<file path="src/rtl/music_score_recorder_pkg.sv">
// Shared score format: key codes, end-of-score marker and recorder state encodings.
// Also used by the playback side so both paths agree on entry layout.
package music_score_recorder_pkg;

    localparam logic [1:0] REST  = 2'd0;
    localparam logic [1:0] KEY_C = 2'd1;
    localparam logic [1:0] KEY_D = 2'd2;
    localparam logic [1:0] KEY_E = 2'd3;

    localparam logic [1:0] END_KEY  = REST;
    localparam int         END_TIME = 0;

    typedef enum logic [2:0] {
        IDLE,
        ARMED,
        TIMING,
        WRITE,
        TERMINATE
    } recorderState_t;

    // C wins over D, D over E when several keys are held together.
    function automatic logic [1:0] encodeKeys(input logic [2:0] keys);
        logic [1:0] code;
        code = REST;
        if (keys[0])      code = KEY_C;
        else if (keys[1]) code = KEY_D;
        else if (keys[2]) code = KEY_E;
        return code;
    endfunction

endpackage

</file>
<file path="src/rtl/TickGenerator.sv">
// Duration prescaler: Tick is high for one cycle every TickCycles cycles; Clear restarts the count.
// Tick is combinational from the counter, no input backpressure.
module TickGenerator #(
    parameter int TickCycles = 12_500_000
) (
    input  logic Clear,
    input  logic Clock,
    input  logic Reset,
    output logic Tick
);

    localparam int CountBits = (TickCycles > 1) ? $clog2(TickCycles) : 1;
    localparam logic [CountBits-1:0] LastCount = CountBits'(TickCycles - 1);

    logic [CountBits-1:0] count;

    always_ff @(posedge Clock or posedge Reset) begin
        if (Reset) begin
            count <= '0;
        end else if (Clear || count == LastCount) begin
            count <= '0;
        end else begin
            count <= count + 1'b1;
        end
    end

    assign Tick = (count == LastCount);

endmodule

</file>
<file path="src/rtl/music_score_recorder.sv">
// Records key presses as (key, duration) entries into the score RAM write port, ending with (0,0).
// One write cycle per entry, issued the cycle after the key change is sampled; the RAM never stalls it.
module music_score_recorder
    import music_score_recorder_pkg::*;
#(
    parameter int AddressBits = 5,
    parameter int DataLength  = 4,
    parameter int TickCycles  = 12_500_000
) (
    input  logic                   Clock,
    input  logic                   Reset,
    input  logic                   Record,
    input  logic                   Stop,
    input  logic [2:0]             Keys,
    output logic                   ReadOrWrite,
    output logic [AddressBits-1:0] Address,
    output logic [DataLength-1:0]  KeyInput,
    output logic [DataLength-1:0]  TimeInput,
    output logic                   Recording,
    output logic                   Full
);

    localparam logic [DataLength-1:0]  MaxDuration = '1;
    localparam logic [DataLength-1:0]  OneDuration = DataLength'(1);
    localparam logic [DataLength-1:0]  RestCode    = DataLength'(REST);
    localparam logic [AddressBits-1:0] LastSlot    = '1;

    recorderState_t state, stateNext;

    logic [DataLength-1:0]  currentKey, currentKeyNext;
    logic [DataLength-1:0]  duration, durationNext;
    logic [DataLength-1:0]  writeKey, writeKeyNext;
    logic [DataLength-1:0]  writeTime, writeTimeNext;
    logic [AddressBits-1:0] address, addressNext;
    logic [AddressBits-1:0] addressInc;
    logic                   full, fullNext;
    logic                   stopPending, stopPendingNext;
    logic                   prescalerClear;
    logic                   tick;
    logic [DataLength-1:0]  keyCode;

    assign keyCode    = DataLength'(encodeKeys(Keys));
    assign addressInc = address + 1'b1;

    TickGenerator #(
        .TickCycles(TickCycles)
    ) tickGenerator (
        .Clear (prescalerClear),
        .Clock (Clock),
        .Reset (Reset),
        .Tick  (tick)
    );

    always_ff @(posedge Clock or posedge Reset) begin
        if (Reset) begin
            state       <= IDLE;
            currentKey  <= '0;
            duration    <= '0;
            writeKey    <= '0;
            writeTime   <= '0;
            address     <= '0;
            full        <= 1'b0;
            stopPending <= 1'b0;
        end else begin
            state       <= stateNext;
            currentKey  <= currentKeyNext;
            duration    <= durationNext;
            writeKey    <= writeKeyNext;
            writeTime   <= writeTimeNext;
            address     <= addressNext;
            full        <= fullNext;
            stopPending <= stopPendingNext;
        end
    end

    always_comb begin
        stateNext       = state;
        currentKeyNext  = currentKey;
        durationNext    = duration;
        writeKeyNext    = writeKey;
        writeTimeNext   = writeTime;
        addressNext     = address;
        fullNext        = full;
        stopPendingNext = stopPending;
        prescalerClear  = 1'b0;
        ReadOrWrite     = 1'b1;
        KeyInput        = '0;
        TimeInput       = '0;

        case (state)
            IDLE: begin
                prescalerClear = 1'b1;
                if (Record) begin
                    stateNext       = ARMED;
                    addressNext     = '0;
                    fullNext        = 1'b0;
                    stopPendingNext = 1'b0;
                end
            end

            ARMED: begin
                prescalerClear = 1'b1;
                if (Stop) begin
                    stateNext = TERMINATE;
                end else if (keyCode != RestCode) begin
                    stateNext      = TIMING;
                    currentKeyNext = keyCode;
                    durationNext   = OneDuration;
                end
            end

            TIMING: begin
                // Stop outranks a simultaneous key change or tick; the pending entry keeps its count.
                if (Stop) begin
                    if (currentKey == RestCode) begin
                        stateNext = TERMINATE;
                    end else begin
                        stateNext       = WRITE;
                        writeKeyNext    = currentKey;
                        writeTimeNext   = duration;
                        stopPendingNext = 1'b1;
                    end
                end else if (keyCode != currentKey) begin
                    stateNext      = WRITE;
                    writeKeyNext   = currentKey;
                    writeTimeNext  = duration;
                    currentKeyNext = keyCode;
                    durationNext   = OneDuration;
                    prescalerClear = 1'b1;
                end else if (tick) begin
                    if (duration == MaxDuration) begin
                        stateNext     = WRITE;
                        writeKeyNext  = currentKey;
                        writeTimeNext = MaxDuration;
                        durationNext  = OneDuration;
                    end else begin
                        durationNext = duration + 1'b1;
                    end
                end
            end

            WRITE: begin
                ReadOrWrite = 1'b0;
                KeyInput    = writeKey;
                TimeInput   = writeTime;
                addressNext = addressInc;
                if (tick && duration != MaxDuration) begin
                    durationNext = duration + 1'b1;
                end
                // The last slot is kept for the end marker.
                if (addressInc == LastSlot) begin
                    fullNext  = 1'b1;
                    stateNext = TERMINATE;
                end else if (stopPending || Stop) begin
                    stateNext = TERMINATE;
                end else begin
                    stateNext = TIMING;
                end
            end

            TERMINATE: begin
                ReadOrWrite     = 1'b0;
                KeyInput        = DataLength'(END_KEY);
                TimeInput       = DataLength'(END_TIME);
                stopPendingNext = 1'b0;
                stateNext       = IDLE;
            end

            default: begin
                stateNext = IDLE;
            end
        endcase
    end

    assign Address   = address;
    assign Recording = (state != IDLE);
    assign Full      = full;

endmodule
</file>
<file path="config.mk">
export PLATFORM = sky130hd
export DESIGN_NAME = music_score_recorder
export DESIGN_NICKNAME = d
export VERILOG_FILES = /design/src/rtl/music_score_recorder_pkg.sv /design/src/rtl/TickGenerator.sv /design/src/rtl/music_score_recorder.sv
export SDC_FILE = /design/constraint.sdc
export NUM_CORES = 1
export LEC_CHECK = 0
export BUFFER_PORTS_ARGS = -buffer_cell sky130_fd_sc_hd__buf_2
export CORE_AREA = 2 2 70 72
export CTS_CLUSTER_SIZE = 28
export DETAILED_ROUTE_END_ITERATION = 16
export DIE_AREA = 0 0 72 74
export HOLD_SLACK_MARGIN = 0.12
export PLACE_DENSITY = 0.78
export SYNTH_ARGS = -nofsm -noshare
export SYNTH_HDL_FRONTEND = slang
export SYNTH_SLANG_ARGS = --single-unit
</file>
<file path="constraint.sdc">
create_clock -name Clock -period 5.85 [get_ports Clock]
set_clock_uncertainty 0.15 [all_clocks]
set_input_delay 1.17 -clock Clock [delete_from_list [all_inputs] [get_ports Clock]]
set_output_delay 1.17 -clock Clock [all_outputs]
set_load 0.02 [all_outputs]
</file>
Word-level counts from Yosys, hierarchy flattened
Index checks and enable logic that the tools add are counted.
{"block": "totals", "register_bits": 50, "output_inout_bits": 16}
{"block": "op_classes", "n_addsub": 3, "n_eq_ne": 23, "n_mux": 52, "reduce_logical": 22}
{"operator": "two-way mux 4 bit", "n": 23}
{"operator": "two-way mux 3 bit", "n": 10}
{"operator": "adder 24 x 1 -> 24 bit (second input constant)", "n": 1}
{"operator": "== test 24 bit (second input constant)", "n": 1}
{"operator": "two-way mux 24 bit", "n": 1}
{"operator": "!= test 2 bit (second input constant)", "n": 10}
{"operator": "nonzero test 3 bit", "n": 5}
{"operator": "!= test 4 bit (second input constant)", "n": 3}
{"operator": "one-hot mux 3 bit (4 select lines)", "n": 1}
{"operator": "one-hot mux 4 bit (3 select lines)", "n": 1}
{"operator": "AND reduction 4 bit", "n": 3}
{"operator": "one-hot mux 5 bit (2 select lines)", "n": 1}
{"operator": "one-hot mux 4 bit (2 select lines)", "n": 1}
{"operator": "two-way mux 1 bit", "n": 7}
{"operator": "== test 3 x 2 -> 1 bit (second input constant)", "n": 2}
{"operator": "two-way mux 2 bit", "n": 3}
{"operator": "!= test 3 bit (second input constant)", "n": 2}
{"operator": "AND reduction 6 bit", "n": 1}
{"operator": "adder 5 x 1 -> 5 bit (second input constant)", "n": 1}
{"operator": "== test 5 bit (second input constant)", "n": 1}
{"operator": "two-way mux 5 bit", "n": 1}
{"operator": "AND reduction 5 bit", "n": 1}
{"operator": "adder 4 x 1 -> 4 bit (second input constant)", "n": 1}
{"operator": "== test 4 bit (second input constant)", "n": 1}
{"operator": "14 further kinds", "n": 18}

Depth between registers and ports, before layout
{"block": "depth", "ltp_word": 9, "ltp_mapped": 7, "depth_no_buf": 6}

Modules after synthesis
From an unflattened synthesis, not the netlist that was laid out.
{"block": "hier_totals", "hier_cells": 291, "hier_area_um2": 2737.6}
{"module": "music_score_recorder", "n_inst": 1, "cells_each": 159, "area_per_inst_um2": 1443.9, "seq_area_each_um2": 550.5}
{"module": "TickGenerator", "n_inst": 1, "cells_each": 132, "area_per_inst_um2": 1293.7, "seq_area_each_um2": 600.6}

Worst setup path before layout
No wires, ideal clock.
{"block": "synth_path", "kind": "input port to flip-flop", "startpoint": "in Stop", "endpoint": "reg writeKey[0]", "t_arrival_ps": 2563, "t_required_ps": 5575, "slack_ps": 3012, "path_stages": 6, "cell_sequence": "buf_2 -> or3b_2 -> nand3_1 -> or4_4 -> nand2_4 -> mux2_2"}
{"block": "synth_via", "elab_chain_len": 2}
{"item": "start: declaration", "line": "music_score_recorder.sv:13", "text": "input logic Stop,"}
{"item": "!= test 2 bit (no source line) or nonzero test 3 bit (tied branches)"}
{"item": "AND reduction 4 bit (no source line)"}
{"item": "end signal: assignment", "line": "music_score_recorder.sv:68", "text": "writeKey <= writeKeyNext;"}
{"item": "end: declaration", "line": "music_score_recorder.sv:32", "text": "logic [DataLength-1:0] writeKey, writeKeyNext;"}
Parallel ways exist; a longest one is shown, timed or not.
A chain may end at the register's enable or synchronous reset.

Final worst setup path
{"block": "layout_path", "startpoint": "reg state[1]", "endpoint": "out TimeInput[2]"}
{"block": "layout_via", "elab_chain_len": 2}
{"item": "start: declaration", "line": "music_score_recorder.sv:28", "text": "recorderState_t state, stateNext;"}
{"item": "start signal: assignment", "line": "music_score_recorder.sv:65", "text": "state <= stateNext;"}
{"item": "== test 3 x 2 -> 1 bit", "line": "music_score_recorder.sv:90", "text": "case (state)"}
{"item": "two-way mux 4 bit", "line": "music_score_recorder.sv:90"}
{"item": "end: declaration", "line": "music_score_recorder.sv:18", "text": "output logic [DataLength-1:0] TimeInput,"}
No other way between the ends.

==> impl_metrics.tcl <==
set metrics [dict create \
    timing.final.ws_setup_ns 2.624 \
    post_cts_resized 0 \
    cts_tree "built" \
    grt_pass1_wl_mm 9.114 \
    ant_nets 0 \
    finalWeightedCongestion 0.8488 \
    ys_ff_latch 46 \
    endpoint_kind "primary output" \
    clk_pin_slew_worst_paths_ns 0.09 \
    grt_antenna_before_repair 0 \
    powerDensity_nw_per_um2 364.9 \
    n_antenna_cell 0 \
    seq_area_frac_synth 0.4333 \
    ctsHoldBuffers 0 \
    peakVddDrop_mv 0.1633 \
    hold_path_class "flip-flop to flip-flop" \
    path_max_fanout 14 \
    core_um2 4598 \
    clock_latency_ns 0.30 \
    drc 0 \
    dpl.hpwl_mm 3.699 \
    postSynthAreaPerCell_um2 9.386 \
    hp-start "tickGenerator.count[0]" \
    synth.distinct_cells 60 \
    drive_gt1_frac 0.1661 \
    first_global_vias 2023 \
    crit_start "state[1]" \
    clock.fmax_mhz 310.0 \
    fp.dieW_um 72 \
    setup_viol 0 \
    drv_slew 0 \
    layout_common_cells "46 x dfrtp_1, 42 x nor2_1, 20 x buf_2" \
    status "complete, no violations" \
    start_util 0.5777 \
    hold_path_end "tickGenerator.count[0]" \
    synth_area_um2 2656 \
    start_kind "flip-flop" \
    final_common_cell "dfrtp_1" \
    firstDrtPassIters 4 \
    cts-root-buf "clkbuf_8" \
    htreeDepth 2 \
    die-area_um2 5328 \
    criticalPathCategory "flip-flop to primary output" \
    finalHoldViolCount 0 \
    worst_pin_slew_ns 0.9357 \
    cts.sinks 46 \
    drt_iter0_drc 139 \
    synthFlopType "dfrtp_1" \
    critPathRequiredTime_ns 4.53 \
    grt_max_degree 47 \
    reg2reg_slack_ns 3.45 \
    period_needed_ns 3.226 \
    p_leak_nw 1.277 \
    async_flop_share 1.000 \
    netlist_instances 283 \
    worstPathArrival_ns 1.91 \
    reg2reg_depth 5 \
    fp.dieH_um 74 \
    grt_overflow_total 0 \
    relSlewSlack 0.3753 \
    fin_crit_sh 0.5514 \
    syn_to_final_growth_pct 7.066 \
    post-cts-setup-buffers 0 \
    place_ws_ns 2.907 \
    std_cell_rows 25 \
    numCtsBuffers 5 \
    maxCapViolCount 0 \
    drt_wl_total_mm 5.217 \
    hold-path-cell-count 1 \
    grt_util_all_layers 0.2200 \
    pin_count 23 \
    cts_buffer_depth 2 \
    rsz0062_at_grt "false" \
    timing.rr.end "duration[0]" \
    portBuffers 20 \
    yosys_warnings 0 \
    via_per_inst 5.927 \
    rr_startpoint "state[0]" \
    synth-edff-count 0 \
    final_net_count 311 \
    vias 2104 \
    wire_per_inst_um 14.70 \
    fin_tns_setup_ns 0 \
]
==> power by group <==
group | internal (W) | switching, W
Sequential | 0.000366 | 0.0000804
Combinational | 0.000158 | 0.000239
Clock | 0.0000840 | 0.000110
Total | 0.000608 | 0.000430
==> stage by stage <==
stage	instances	instance area, um^2	power (W)	hold slack (ns)	utilization
after floorplan	284	2660	0.0007743	0.3016	-
after global placement	347	2754	0.0008377	0.3214	0.5989
after detailed placement	347	2754	0.0008476	0.3246	0.5989
after CTS	355	2844	0.001047	0.3417	0.6185
after global routing	355	2844	0.001116	0.3592	0.6185
final	355	2844	0.001038	0.3403	0.6185
==> state kept, by name, summed over array words and instances (netlist names) <==
| signal | count |
|---|---|
| currentKey | 2 |
| duration | 4 |
| writeKey | 2 |
| stopPending | 1 |
| Address | 5 |
| writeTime | 4 |
| tickGenerator.count | 24 |
| state | 3 |
| Full | 1 |
==> critical path: stages (launching register included) <==
cell,delay [ns]
dfrtp_1,0.58
inv_1,0.20
nor2_1,0.44
and3_1,0.22
buf_2,0.16
==> cell type report <==
type | instances | area [um^2]
timing repair buffer | 20 | 100.1
clock buffer | 5 | 68.82
inverter | 12 | 45.04
fill | 387 | 1754
multi-input combinational | 215 | 1390
sequential | 46 | 1151
clock inverter | 3 | 21.27
tap | 54 | 67.56
==> worst max-delay path by stage <==
stage / endpoint / slack (ns) / cells after the start
floorplan: writeKey[0] / 3.01 / 6
finish: TimeInput[2] / 2.62 / 4
detailed placement: writeKey[0] / 2.91 / 6
CTS: TimeInput[2] / 2.61 / 4
global route: TimeInput[2] / 2.44 / 4
global placement: writeKey[0] / 2.94 / 6
==> cells by family after synthesis <==
| group | Yosys count | share of synthesized area |
|---|---|---|
| AO/OA/AOI/OAI | 42 | 0.1107 |
| flip-flops | 46 | 0.4333 |
| AND/OR/NAND/NOR | 136 | 0.2774 |
| adder cells (fa/ha/maj) | 4 | 0.01884 |
| XOR/XNOR | 24 | 0.07913 |
| other | 1 | 0.001412 |
| multiplexers | 7 | 0.03438 |
| buffers and inverters | 23 | 0.04475 |
==> cells in the mapped netlist, types with 2 or more instances <==
cell type,n,share of area
a31oi_1,2,0.0047
or4_1,2,0.0057
and2_1,3,0.0071
and3_2,2,0.0057
buf_4,4,0.011
a21oi_1,12,0.023
buf_6,2,0.0085
xnor2_1,8,0.026
o22ai_1,3,0.0071
mux2_2,3,0.013
nand3b_1,3,0.0085
mux2i_1,2,0.0075
xor2_1,16,0.053
ha_1,4,0.019
nor3b_1,2,0.0057
inv_1,11,0.016
nand2_1,18,0.025
nor4_1,2,0.0047
and4_1,4,0.013
and3_1,10,0.024
nor2b_1,2,0.0047
buf_2,2,0.0038
o22a_1,4,0.013
a211oi_1,2,0.0057
nor2_1,42,0.059
dfrtp_1,46,0.43
clkbuf_1,3,0.0042
nand4_1,10,0.024
nand2b_1,3,0.0071
nand3_1,17,0.032
a21o_1,2,0.0057
nor3_1,5,0.0094
o21ai_0,5,0.0094
==> routing by layer <==
metal / part of all wire / up-vias / global-route usage
met3: 0.041 / 6 / 0.04743
met1: 0.46 / 1018 / 0.2946
li1: - / 1032 / -
met5: 0 / - / 0
met4: 0.012 / 0 / 0.08595
met2: 0.49 / 48 / 0.3549
(Power assumes the default switching activity.)
